==> config.mk <==
export PLATFORM = sky130hd
export DESIGN_NAME = mac_dot_seq
export DESIGN_NICKNAME = d
export VERILOG_FILES = /design/src/rtl/mac_pkg.sv /design/src/rtl/mac_dot_seq.sv
export SDC_FILE = /design/constraint.sdc
export NUM_CORES = 1
export LEC_CHECK = 0
export CAP_MARGIN = 30
export CORE_ASPECT_RATIO = 1.1
export CORE_UTILIZATION = 48
export CTS_BUF_LIST = sky130_fd_sc_hd__clkbuf_8
export CTS_CLUSTER_DIAMETER = 200
export DETAILED_ROUTE_END_ITERATION = 7
export HOLD_SLACK_MARGIN = 0.12
export PLACE_DENSITY = 0.87
export SLEW_MARGIN = 10
export SYNTH_ARGS = -nofsm -noshare
export SYNTH_HDL_FRONTEND = slang
export SYNTH_SLANG_ARGS = --single-unit
==> constraint.sdc <==
create_clock -name clk -period 14.1 [get_ports clk]
set_input_delay 2.82 -clock clk [delete_from_list [all_inputs] [get_ports clk]]
set_output_delay 2.82 -clock clk [all_outputs]
set_load 0.05 [all_outputs]
==> src/rtl/mac_pkg.sv <==
// Shared types and widths for the dot-product sequencer and its MAC.
package mac_pkg;

  localparam int MAC_IN_W  = 16;
  localparam int MAC_ACC_W = 32;

  typedef enum logic [1:0] {
    ST_IDLE  = 2'd0,
    ST_FETCH = 2'd1,
    ST_WAIT  = 2'd2,
    ST_DONE  = 2'd3
  } mac_state_e;

endpackage

==> src/rtl/mac_dot_seq.sv <==
// Dot-product sequencer: feeds one (a,b) pair at a time to an external MAC and
// chains the partial sum through acc. Optional sticky wrap flag: MAC_DOT_OVF_EN.
module mac_dot_seq
  import mac_pkg::*;
#(
  parameter int LEN_W   = 8,
  parameter int MAC_LAT = 2
) (
  input  logic                 clk,
  input  logic                 rst,
  input  logic                 start,
  input  logic [LEN_W-1:0]     len,
  output logic                 busy,
  input  logic                 in_valid,
  output logic                 in_ready,
  input  logic [MAC_IN_W-1:0]  in_a,
  input  logic [MAC_IN_W-1:0]  in_b,
  output logic [MAC_IN_W-1:0]  mac_a,
  output logic [MAC_IN_W-1:0]  mac_b,
  output logic [MAC_ACC_W-1:0] mac_acc,
  input  logic [MAC_ACC_W-1:0] mac_out,
  output logic                 res_valid,
  input  logic                 res_ready,
  output logic [MAC_ACC_W-1:0] res_data,
`ifdef MAC_DOT_OVF_EN
  output logic                 ovf,
`endif
  output mac_state_e           state_dbg
);

  localparam int LAT_W = (MAC_LAT < 2) ? 1 : $clog2(MAC_LAT + 1);

  mac_state_e             state_q, state_d;
  logic [LEN_W-1:0]       rem_q, rem_d;
  logic [LAT_W-1:0]       lat_q, lat_d;
  logic [MAC_ACC_W-1:0]   psum_q, psum_d;
  logic [MAC_IN_W-1:0]    mac_a_q, mac_a_d;
  logic [MAC_IN_W-1:0]    mac_b_q, mac_b_d;
  logic [MAC_ACC_W-1:0]   mac_acc_q, mac_acc_d;
  logic [MAC_ACC_W-1:0]   res_data_q, res_data_d;

  logic start_acc;
  logic in_fire;
  logic wait_sample;
  logic last_elem;

  // Both streams: a transfer happens on the rising edge where valid && ready;
  // in_ready depends on state only, and valid may be held or dropped freely.
  assign start_acc   = (state_q == ST_IDLE) && start;
  assign in_fire     = (state_q == ST_FETCH) && in_valid;
  assign wait_sample = (state_q == ST_WAIT) && (lat_q == LAT_W'(1));
  assign last_elem   = (rem_q == LEN_W'(1));

  always_ff @(posedge clk or posedge rst) begin
    if (rst) begin
      state_q <= ST_IDLE;
    end else begin
      state_q <= state_d;
    end
  end

  always_comb begin
    state_d = state_q;
    case (state_q)
      ST_IDLE:  if (start) state_d = (len == '0) ? ST_DONE : ST_FETCH;
      ST_FETCH: if (in_valid) state_d = ST_WAIT;
      ST_WAIT:  if (lat_q == LAT_W'(1)) state_d = last_elem ? ST_DONE : ST_FETCH;
      ST_DONE:  if (res_ready) state_d = ST_IDLE;
      default:  state_d = ST_IDLE;
    endcase
  end

  always_comb begin
    busy      = (state_q != ST_IDLE);
    in_ready  = (state_q == ST_FETCH);
    res_valid = (state_q == ST_DONE);
    state_dbg = state_q;
  end

  always_comb begin
    rem_d      = rem_q;
    lat_d      = lat_q;
    psum_d     = psum_q;
    mac_a_d    = mac_a_q;
    mac_b_d    = mac_b_q;
    mac_acc_d  = mac_acc_q;
    res_data_d = res_data_q;
    if (start_acc) begin
      rem_d  = len;
      psum_d = '0;
      if (len == '0) res_data_d = '0;
    end
    if (in_fire) begin
      mac_a_d   = in_a;
      mac_b_d   = in_b;
      mac_acc_d = psum_q;
      lat_d     = LAT_W'(MAC_LAT);
    end
    // The MAC result is only trusted on the last cycle of the latency window.
    if (state_q == ST_WAIT) begin
      if (lat_q == LAT_W'(1)) begin
        lat_d  = '0;
        psum_d = mac_out;
        rem_d  = rem_q - LEN_W'(1);
        if (last_elem) res_data_d = mac_out;
      end else begin
        lat_d = lat_q - LAT_W'(1);
      end
    end
  end

  always_ff @(posedge clk or posedge rst) begin
    if (rst) begin
      rem_q      <= '0;
      lat_q      <= '0;
      psum_q     <= '0;
      mac_a_q    <= '0;
      mac_b_q    <= '0;
      mac_acc_q  <= '0;
      res_data_q <= '0;
    end else begin
      rem_q      <= rem_d;
      lat_q      <= lat_d;
      psum_q     <= psum_d;
      mac_a_q    <= mac_a_d;
      mac_b_q    <= mac_b_d;
      mac_acc_q  <= mac_acc_d;
      res_data_q <= res_data_d;
    end
  end

  assign mac_a    = mac_a_q;
  assign mac_b    = mac_b_q;
  assign mac_acc  = mac_acc_q;
  assign res_data = res_data_q;

`ifdef MAC_DOT_OVF_EN
  logic ovf_q, ovf_d;

  // Unsigned wrap shows up as a result smaller than the accumulator fed in.
  always_comb begin
    ovf_d = ovf_q;
    if (start_acc) ovf_d = 1'b0;
    else if (wait_sample && (mac_out < mac_acc_q)) ovf_d = 1'b1;
  end

  always_ff @(posedge clk or posedge rst) begin
    if (rst) ovf_q <= 1'b0;
    else     ovf_q <= ovf_d;
  end

  assign ovf = ovf_q;
`endif

endmodule

* Word level (Yosys, flattened, before mapping) *
Cells that the tools add are included.

word-level totals
  bits in registers = 140
  word-level logic and storage cells = 47
  output and inout port bits = 101

operators by class
  reduce and logical (&&, ||, !) cells = 7
  multiplexer cells = 21
  eq/ne operators = 9
  add/sub/neg operators = 2

operators with widths
  operator             number
  $mux 32              8
  $mux 8               3
  $mux 2               9
  $eq 8x1->1 const B   1
  $logic_not 8->1      1
  $pmux 2 s4           1
  $sub 8x1->8 const B  1
  $ne 2x2->1 const B   3
  $eq 2x1->1 const B   2
  $eq 2x2->1 const B   2
  $reduce_and 4->1     1
  $reduce_bool 2->1    2
  $logic_and 1x1->1    2
  $logic_not 2->1      1
  $ne 2x1->1 const B   1
  $sub 2x1->2 const B  1

* Longest topological paths before layout *
  depth after elaboration = 6
  gate-level depth with buffers = 8
  gate-level depth less buffers = 6

* Worst setup path after synthesis *
OpenSTA, ideal clock, no wires.

  path type = register to output
  start = register state_q[0], in the netlist state_dbg[0]
  end = output port in_ready
  stages on the path, launching flop included = 4
  arrival time = 1662 ps
  buffers on the path = 1
  slack = 9618 ps
  cells stage by stage = dfrtp_1 > buf_2 > inv_1 > nor2_1

on the way
  longest elaborated chain between the ends = 1

RTL lines
  element                 RTL line           RTL
  start, declared         mac_dot_seq.sv:33  mac_state_e state_q, state_d;
  start signal, assigned  mac_dot_seq.sv:58  state_q <= state_d;
  $eq 2x1->1              mac_dot_seq.sv:75  in_ready = (state_q == ST_FETCH);
  end, declared           mac_dot_seq.sv:15  output logic in_ready,

Every way passes these cells.

* Final worst setup path *
Same ends and word-level chain as after synthesis.

==> results.cfg <==
[layout]
final_core_util_pct = 70.6
syn_to_final_growth_pct = 42.9
instances_no_fill = 706
postLayoutCellArea_um2 = 7700
antenna_cells = 0
fillers = 790
drive_gt1_share_pct = 19.9
nets = 626

[route]
routedWlPerCell_um = 18.5
ant_nets = 0
drt_wl_total_um = 13100
drt_first_pass_iters = 4
vias = 3880
drc_errors = 0
drt_iter0_drc = 158
routed_via_density = 5.50

[yosys]
synth_edf_count = 0
yosys_warnings = 0
synth_area_um2 = 5390
syn_avg_cell_area_um2 = 14.6
syn-num-nets = 449
seq_area_frac_synth_pct = 65.0
ys.flop_type = dfrtp_1
ys_types = 38
ys_ff_latch = 140
synth-async-reset-ratio_pct = 100
syn_inst = 369

[placement]
port_buffers = 177
preCtsSetupSlack_ps = 9330
dpl_cell_area_um2 = 7270
dp_hpwl_um = 8700
gp_congestion = 0.822
dp.cells = 673

[clock_network]
postCtsSetupRepairBufs = 0
clk_latency_ps = 430
cts-root-buf = clkbuf_8
ctsResizeCount = 0
cts.sinks = 140
cts_buffer_depth = 2
cts_made_buffers = 17
cts_max_level = 4
clk_pin_slew_worst_paths_ps = 70
cts_tree = yes
cts_hold_buf = 0

[status]
status = finished clean

[timing]
period_share_pct = 35.2
slew_violations = 0
hold_slack_ps = 498
max_freq_mhz = 202
setup_violations = 0
setup_tns_ps = 0
finalCriticalPeriod_ps = 4960
fin_ws_ps = 9140
hold_viol = 0
slew_headroom_pct = 38.8
rsz0062_at_grt = no
clock_skew_ps = 16.6
worst_pin_slew_ps = 916

[flow_run]
maxCapViolations = 0

[pwr]
peakVddDrop_mv = 0.133
p_per_area_nw_per_um2 = 222
report.power.total_mw = 1.71
p_leak_nw = 3.47

[min_path]
worstHoldPathCells = 1
hold_path.class = flip-flop to flip-flop

[critical_path]
criticalPathCategory = flip-flop to primary output
crit_fanout = 12
path_buf_inv = 2
critPathMaxStageDelay_ps = 840
cp-start-kind = flip-flop
rr_worst_depth = 5
crit_arrival_ps = 2140
worstPathCellList = inv_1, nor2_1, clkdlybuf4s50_1
critPathCaptureType = primary output
cpMaxStageDelayCell = clkdlybuf4s50_1
critPathRequiredTime_ps = 11280
crit_family = buffers and inverters
path_depth = 3
reg2reg_slack_ps = 11570

[die]
core_area_um2 = 10900
dieHeight_um = 113
initial_core_util_pct = 49.4
io_pins = 178
num_rows = 40
die_area_um2 = 11700
die_w_um = 103

[global_routing]
grt_pass1_wl_um = 19900
grt_pass1_vias = 3994
overflow = 0
grt_use_total_pct = 22.8
antenna_found_initial = 0
grt_max_degree = 78
[synthesized netlist by cell type (5+ instances only)]
cell type / number / area, um2
clkbuf_1: 5 / 18.8
mux2_2: 64 / 721
a21oi_1: 7 / 35.0
dfrtp_1: 140 / 3500
a22o_1: 64 / 561
o21ai_0: 7 / 35.0
nor2_1: 13 / 48.8
buf_4: 6 / 45.0
buf_2: 12 / 60.1
inv_1: 6 / 22.5
nand2_1: 5 / 18.8
[power by group]
part / internal [mW] / total, mW / leakage, nW / switching, mW
registers: 0.537 / 0.622 / 1.84 / 0.0851
clock network: 0.175 / 0.323 / 0.207 / 0.148
logic: 0.297 / 0.769 / 1.42 / 0.472
[metal layers]
layer	wire length, um	GRT usage [%]
met5	0	0
met4	200	8.64
met3	845	6.67
met2	6710	39.1
met1	5300	26.7
[cell families (layout without fill, tap and decap cells)]
family                   after synthesis  in the layout  share of synthesized area, %
adder cells (fa/ha/maj)                3              3                         0.696
AND/OR/NAND/NOR                       41             41                          4.46
AO/OA/AOI/OAI                         90             90                          13.5
buffers and inverters                 30            220                          2.79
multiplexers                          65             65                          13.6
flip-flops                           140            140                          65.0
[final cells by class]
cell class / instances / area, um2 / share of cell area, %
clock inverter: 11 / 118 / 1.53
sequential: 140 / 3500 / 45.5
clock buffer: 21 / 289 / 3.75
multi-input combinational: 199 / 1750 / 22.7
inverter: 6 / 27.5 / 0.357
tap: 147 / 184 / 2.39
timing repair buffer: 182 / 1830 / 23.8
[flip-flops by register name, summed over array words and instances (netlist names)]
| register | cells |
|---|---|
| mac_b | 16 |
| lat_q | 2 |
| mac_a | 16 |
| state_dbg | 2 |
| res_data | 32 |
| rem_q | 8 |
| psum_q | 32 |
| mac_acc | 32 |
[worst reg2reg max path, delay by kind of cell, from the launching register on]
kind | cells | cell delay [ps]
flops | 1 | 400
fa+ha+maj | 1 | 250
simple gates | 3 | 1490
compound gates | 1 | 280
[final timing paths]
path | startpoint | endpoint
max in group asynchronous | rst | psum_q[23]$_DFF_PP0_
hold / removal | psum_q[16]$_DFF_PP0_ | psum_q[16]$_DFF_PP0_
setup / recovery | state_dbg[0]$_DFFE_PP0P_ | in_ready
min in group asynchronous | rst | res_data[11]$_DFF_PP0_
setup reg to reg | lat_q[0]$_DFFE_PP0P_ | rem_q[4]$_DFF_PP0_
hold reg to reg | psum_q[16]$_DFF_PP0_ | psum_q[16]$_DFF_PP0_
[layout by cell type (no fill, tap or decap), types with 2 or more instances in the layout]
| cell | Yosys | routed |
|---|---|---|
| and2_1 | 3 | 3 |
| a22o_1 | 64 | 64 |
| inv_6 | 0 | 2 |
| nand2b_1 | 3 | 3 |
| dfrtp_1 | 140 | 140 |
| bufinv_16 | 0 | 2 |
| a21oi_1 | 7 | 7 |
| clkbuf_8 | 0 | 21 |
| a211oi_1 | 3 | 3 |
| or2_2 | 2 | 2 |
| nand2_1 | 5 | 4 |
| nor2_1 | 13 | 11 |
| nor3_1 | 3 | 3 |
| inv_1 | 6 | 7 |
| clkinv_2 | 0 | 2 |
| a31oi_1 | 2 | 2 |
| ha_1 | 3 | 3 |
| nor4_1 | 2 | 2 |
| buf_4 | 6 | 4 |
| o21ai_0 | 7 | 7 |
| clkdlybuf4s50_1 | 0 | 177 |
| clkinvlp_4 | 0 | 3 |
| mux2_2 | 64 | 64 |
Note: power is estimated with default switching activity, not from simulation.
